File: config.mk
export PLATFORM = sky130hd
export DESIGN_NAME = sequence_generator
export DESIGN_NICKNAME = d
export VERILOG_FILES = /design/src/rtl/seq_pkg.sv /design/src/rtl/seq_shift_reg.sv /design/src/rtl/sequence_generator.sv
export SDC_FILE = /design/constraint.sdc
export NUM_CORES = 1
export LEC_CHECK = 0
export CORE_MARGIN = 2
export CORE_UTILIZATION = 38
export DETAILED_ROUTE_END_ITERATION = 16
export GPL_ROUTABILITY_DRIVEN = 0
export PLACE_DENSITY_LB_ADDON = 0.2
export SYNTH_ARGS = -nofsm -noshare
export SYNTH_HDL_FRONTEND = slang
export SYNTH_SLANG_ARGS = --single-unit
File: constraint.sdc
create_clock -name clk -period 5.6 [get_ports clk]
set_clock_uncertainty 0.05 [all_clocks]
set_input_delay 0.56 -clock clk [delete_from_list [all_inputs] [get_ports clk]]
set_output_delay 0.56 -clock clk [all_outputs]
set_load 0.02 [all_outputs]
File: src/rtl/seq_pkg.sv
// seq_pkg
//   Definitions shared by the serial sequence generator and the matching
//   sequence detector: the pattern length, the four selectable patterns,
//   the generator state encoding and a pattern lookup helper.
package seq_pkg;

  localparam int SEQ_PAT_LEN = 4;

  // Pattern table, indexed by the 2-bit lookfor_seq selector.
  localparam logic [SEQ_PAT_LEN-1:0] SEQ_PAT_00 = 4'b1011;
  localparam logic [SEQ_PAT_LEN-1:0] SEQ_PAT_01 = 4'b1101;
  localparam logic [SEQ_PAT_LEN-1:0] SEQ_PAT_10 = 4'b0110;
  localparam logic [SEQ_PAT_LEN-1:0] SEQ_PAT_11 = 4'b1001;

  typedef enum logic [1:0] {
    ST_IDLE = 2'd0,
    ST_SEND = 2'd1,
    ST_GAP  = 2'd2,
    ST_FIN  = 2'd3
  } seq_state_t;

  function automatic logic [SEQ_PAT_LEN-1:0] seq_pattern(input logic [1:0] sel);
    logic [SEQ_PAT_LEN-1:0] pat;
    case (sel)
      2'b00:   pat = SEQ_PAT_00;
      2'b01:   pat = SEQ_PAT_01;
      2'b10:   pat = SEQ_PAT_10;
      default: pat = SEQ_PAT_11;
    endcase
    return pat;
  endfunction

endpackage

File: src/rtl/seq_shift_reg.sv
// seq_shift_reg
//   Parallel-load, MSB-out shift register. Load has priority over shift;
//   zeros are shifted in at the LSB end.
//
// Ports
//   clk      : clock, rising edge
//   reset    : synchronous active-low reset, clears the register
//   i_load   : load i_din into the register
//   i_shift  : shift left by one bit
//   i_din    : parallel load data
//   o_msb    : current most significant bit
module seq_shift_reg #(
  parameter int W = 4
) (
  input  logic         clk,
  input  logic         reset,
  input  logic         i_load,
  input  logic         i_shift,
  input  logic [W-1:0] i_din,
  output logic         o_msb
);

  logic [W-1:0] r_data;

  // W must be at least 2 for the shift slice below.
  always_ff @(posedge clk) begin
    if (!reset) begin
      r_data <= '0;
    end else if (i_load) begin
      r_data <= i_din;
    end else if (i_shift) begin
      r_data <= {r_data[W-2:0], 1'b0};
    end
  end

  assign o_msb = r_data[W-1];

endmodule

File: src/rtl/sequence_generator.sv
// sequence_generator
//   Emits bursts of a selectable PAT_LEN-bit pattern on a serial line,
//   MSB first, optionally separated by a single 0 gap bit, and counts the
//   complete patterns emitted since reset.
//
// Ports
//   clk          : clock, rising edge
//   reset        : synchronous active-low reset
//   start        : burst request, accepted only in IDLE
//   lookfor_seq  : pattern select (latched at start)
//   repeat_cnt   : patterns per burst (latched at start, 0 = empty burst)
//   gap_en       : insert one 0 bit between patterns (latched at start)
//   output_seq   : serial data
//   busy         : high in SEND and GAP
//   done         : one-cycle pulse in FIN
//   gseq_count   : wrapping count of complete patterns
//
// state   | meaning
// --------+-----------------------------------------------------------
// IDLE    | waiting for start, output low
// SEND    | driving pattern bits, one per cycle
// GAP     | single 0 bit between two patterns of a burst
// FIN     | one-cycle end-of-burst marker, done high, start ignored
module sequence_generator
  import seq_pkg::*;
#(
  parameter int PAT_LEN = SEQ_PAT_LEN,
  parameter int CNT_W   = 16
) (
  input  logic             clk,
  input  logic             reset,
  input  logic             start,
  input  logic [1:0]       lookfor_seq,
  input  logic [7:0]       repeat_cnt,
  input  logic             gap_en,
  output logic             output_seq,
  output logic             busy,
  output logic             done,
  output logic [CNT_W-1:0] gseq_count
);

  localparam int               BIT_W    = (PAT_LEN > 1) ? $clog2(PAT_LEN) : 1;
  localparam logic [BIT_W-1:0] BIT_LAST = BIT_W'(PAT_LEN - 1);

  seq_state_t         r_state;
  seq_state_t         w_state_nxt;

  logic [PAT_LEN-1:0] r_pattern;
  logic [7:0]         r_remaining;
  logic               r_gap_en;
  logic [BIT_W-1:0]   r_bit_cnt;
  logic [CNT_W-1:0]   r_gseq_count;

  logic [PAT_LEN-1:0] w_sel_pattern;
  logic [PAT_LEN-1:0] w_load_data;
  logic               w_accept;
  logic               w_last_bit;
  logic               w_last_pat;
  logic               w_load;
  logic               w_shift;
  logic               w_sr_msb;

  assign w_sel_pattern = PAT_LEN'(seq_pattern(lookfor_seq));

  // A burst with repeat_cnt = 0 is not "accepted": it skips straight to FIN
  // without touching the latched registers.
  assign w_accept   = (r_state == ST_IDLE) && start && (repeat_cnt != 8'd0);
  // Bit counter runs down; terminal count marks the pattern's last bit.
  assign w_last_bit = (r_state == ST_SEND) && (r_bit_cnt == '0);
  assign w_last_pat = (r_remaining == 8'd1);

  // The next pattern is reloaded on the last bit's edge, so a following GAP
  // cycle only has to gate the output; the shifter just holds.
  assign w_load      = w_accept || (w_last_bit && !w_last_pat);
  assign w_shift     = (r_state == ST_SEND) && (r_bit_cnt != '0);
  assign w_load_data = (r_state == ST_IDLE) ? w_sel_pattern : r_pattern;

  seq_shift_reg #(
    .W(PAT_LEN)
  ) u_shift_reg (
    .clk     (clk),
    .reset   (reset),
    .i_load  (w_load),
    .i_shift (w_shift),
    .i_din   (w_load_data),
    .o_msb   (w_sr_msb)
  );

  // State register
  always_ff @(posedge clk) begin
    if (!reset) begin
      r_state <= ST_IDLE;
    end else begin
      r_state <= w_state_nxt;
    end
  end

  // Next-state logic
  always_comb begin
    w_state_nxt = r_state;
    case (r_state)
      ST_IDLE: begin
        if (start) begin
          w_state_nxt = (repeat_cnt != 8'd0) ? ST_SEND : ST_FIN;
        end
      end
      ST_SEND: begin
        if (w_last_bit) begin
          if (w_last_pat) begin
            w_state_nxt = ST_FIN;
          end else if (r_gap_en) begin
            w_state_nxt = ST_GAP;
          end else begin
            w_state_nxt = ST_SEND;
          end
        end
      end
      ST_GAP:  w_state_nxt = ST_SEND;
      ST_FIN:  w_state_nxt = ST_IDLE;
      default: w_state_nxt = ST_IDLE;
    endcase
  end

  // Outputs
  always_comb begin
    output_seq = 1'b0;
    busy       = 1'b0;
    done       = 1'b0;
    case (r_state)
      ST_SEND: begin
        output_seq = w_sr_msb;
        busy       = 1'b1;
      end
      ST_GAP:  busy = 1'b1;
      ST_FIN:  done = 1'b1;
      default: ;
    endcase
  end

  // Burst bookkeeping: latched request, remaining patterns, bit position,
  // emitted-pattern counter.
  always_ff @(posedge clk) begin
    if (!reset) begin
      r_pattern    <= '0;
      r_remaining  <= '0;
      r_gap_en     <= 1'b0;
      r_bit_cnt    <= '0;
      r_gseq_count <= '0;
    end else if (w_accept) begin
      r_pattern   <= w_sel_pattern;
      r_remaining <= repeat_cnt;
      r_gap_en    <= gap_en;
      r_bit_cnt   <= BIT_LAST;
    end else if (r_state == ST_SEND) begin
      if (w_last_bit) begin
        r_remaining  <= r_remaining - 8'd1;
        r_gseq_count <= r_gseq_count + CNT_W'(1);
        r_bit_cnt    <= BIT_LAST;
      end else begin
        r_bit_cnt <= r_bit_cnt - BIT_W'(1);
      end
    end
  end

  assign gseq_count = r_gseq_count;

endmodule

==> impl_metrics.toml <==
[yosys]
synth.net_count = 260
synth_compound_area_share_pct = 19.73
netlist_top_cells_area = "dfxtp_1 36%, ha_1 7.5%, a21oi_1 4.5%, nand2_1 4.3%, mux2i_1 3.5%"
synth_area_sq_um = 2004
synthXorXnorAreaFrac_pct = 3.059
yosysSeqAreaShare_pct = 35.96
synth_area_leader_cell = "dfxtp_1"
synth_edf_count = 0
yosysTopAreaCellShare_pct = 35.96
synthSimpleGateAreaFrac_pct = 24.34
synth_top_family_by_area = "simple AND/OR/NAND/NOR gates"
synth_cell_types = 43
synthArstFlopShare_pct = 0
yosys_warnings = 0
synthAdderAreaFrac_pct = 7.491
synth_flop_cell = "dfxtp_1"
ys_ff_latch = 36
syn-instance-count = 234
synth.area.mux_share_pct = 4.057
syn_area_per_cell_sq_um = 8.566

[worst_setup_path]
criticalPathCategory = "register to output port"
required_ns = 4.99
cp_max_fo = 11
end_kind = "output port"
cp.arrival_ns = 1.86
start_kind = "register"

[global_route]
grt_busiest_layer = "met2"
grt_max_degree = 33
use_met1_pct = 19.85
grt_util_met2_pct = 25.75
gr-total-overflow = 0
grt_use_total_pct = 15.60
use_met3_pct = 4.265
grt_pass1_wl_um = 7507
grt_pass1_vias = 1663
antenna_found_initial = 0

[die]
start_util_pct = 39.25
top_level_ports = 33
die_h_um = 76.63
die_area_sq_um = 5871
rows = 26
die_w_um = 76.63
core_sq_um = 5107

[cts]
clk_path_buf_depth = 2
clkLatencyLatePin_ns = 0.29
cts_setup_buffers = 0
hold_buffers = 0
clock_sinks = 36
cts-root-buf = "clkbuf_8"
clk_pin_slew_ns = 0.07
post_cts_resized = 0
cts_tree = "done"
cts_htree_levels = 2
cts_inserted_buffers = 5

[layout]
final_cell_mix = "36 x dfxtp_1, 32 x clkdlybuf4s50_1, 23 x nand2_1"
areaGrowthSynthToFinish_pct = 22.41
drive_above_1_share_pct = 5.385
diodes = 0
fin_nets = 285
fin_cells = 330
mostFrequentLayoutCell = "dfxtp_1"

[timing]
final-hold-violation-count = 0
setup_violations = 0
whs_ns = 0.4066
period_minus_slack_ns = 2.472
rsz0062_at_grt = "no"
tightest_slew_ns = 1.261
period_share_pct = 44.15
tns_ns = 0
drv_slew = 0
timing.fmax_mhz = 404.5
slew_headroom_pct = 15.94

[power]
vdd_drop_max_mv = 0.3099
p_leak_nw = 0.8554
powerDensity_nw_per_um2 = 381.5

[route]
ant_nets = 0
drc = 0
dr_total_vias = 1726
wl_per_cell_um = 12.75
wl_um = 4208
drt_first_iter_violations = 69
first_pass_iters = 4
vias_per_cell = 5.230

[worst_hold_path]
worstHoldPathType = "register to register"

[placed_design]
portBuffers = 32
dpl.cell_count = 322
dpl.hpwl_um = 2865

[job]
maxCapViolCount = 0

[outcome]
outcome = "complete, no violations"
cells in the mapped netlist, types with 7 or more instances:
library cell,count
ha_1,12
inv_1,11
a211oi_1,8
o21ai_0,10
dfxtp_1,36
mux2i_1,7
nand2_1,23
nor2_1,11
nand2b_1,7
clkbuf_1,8
or4_1,7
nand3_1,8
a21oi_1,18
power breakdown:
| group | switching, mW | internal [mW] | total [mW] |
|---|---|---|---|
| Combinational | 0.211 | 0.147 | 0.358 |
| Sequential | 0.0390 | 0.311 | 0.350 |
| Clock | 0.0961 | 0.132 | 0.228 |
critical path: stages (launching register included):
cell and delay, ns:
dfxtp_1 0.33, inv_1 0.10, ha_1 0.37, and2_1 0.18, clkdlybuf4s50_1 0.60
final timing paths:
path / from / end / slack (ns) / cells after the start
setup reg to reg: r_state[1]$_SDFFE_PN0P_ / gseq_count[14]$_SDFFE_PN0P_ / 3.21 / 6
setup / recovery: r_state[1]$_SDFFE_PN0P_ / output_seq / 3.13 / 4
hold / removal: r_pattern[2]$_SDFFE_PN0P_ / r_pattern[2]$_SDFFE_PN0P_ / 0.41 / 2
hold reg to reg: r_pattern[2]$_SDFFE_PN0P_ / r_pattern[2]$_SDFFE_PN0P_ / 0.41 / 2
registers in the layout, summed over array words and instances, names as in the netlist:
signal	count
r_remaining	8
r_pattern	3
u_shift_reg.r_data	4
r_bit_cnt	2
r_state	2
r_gap_en	1
gseq_count	16
cell families (layout without fill, tap and decap cells):
group	count (synthesis)	in the layout
muxes	8	8
DFF	36	36
buffers and inverters	25	51
adders and majority gates	12	12
and+or+nand+nor	86	86
xor gates and xnor gates	7	7
AOI/OAI and AO/OA	60	60
routing by layer:
layer	vias to the layer above	share of wire (%)
met2	30	46
met4	0	0.38
li1	902	-
met1	792	51
met3	2	3.0
met5	-	0
final cells by class:
cell class              count  area (sq um)
clock buffers               6         72.57
clock inverters             2         35.03
fillers                   542          2654
inverters                  11         41.29
multi-input cells         173          1176
flip-flops and latches     36         720.7
well taps                  70         87.58
repair buffers             32         320.3
metrics by stage:
stage / utilization [%] / setup slack, ns / area, sq um / total power [mW]
CTS: 48.04 / 3.102 / 2454 / 0.9482
finish: 48.04 / 3.128 / 2454 / 0.9360
global placement: 45.93 / 2.865 / 2346 / 0.7135
detailed placement: 45.93 / 2.854 / 2346 / 0.7120
global route: 48.04 / 2.926 / 2454 / 1.011
floorplan: - / 3.722 / 2004 / 0.6383
Note: power is estimated with default switching activity, not from simulation.
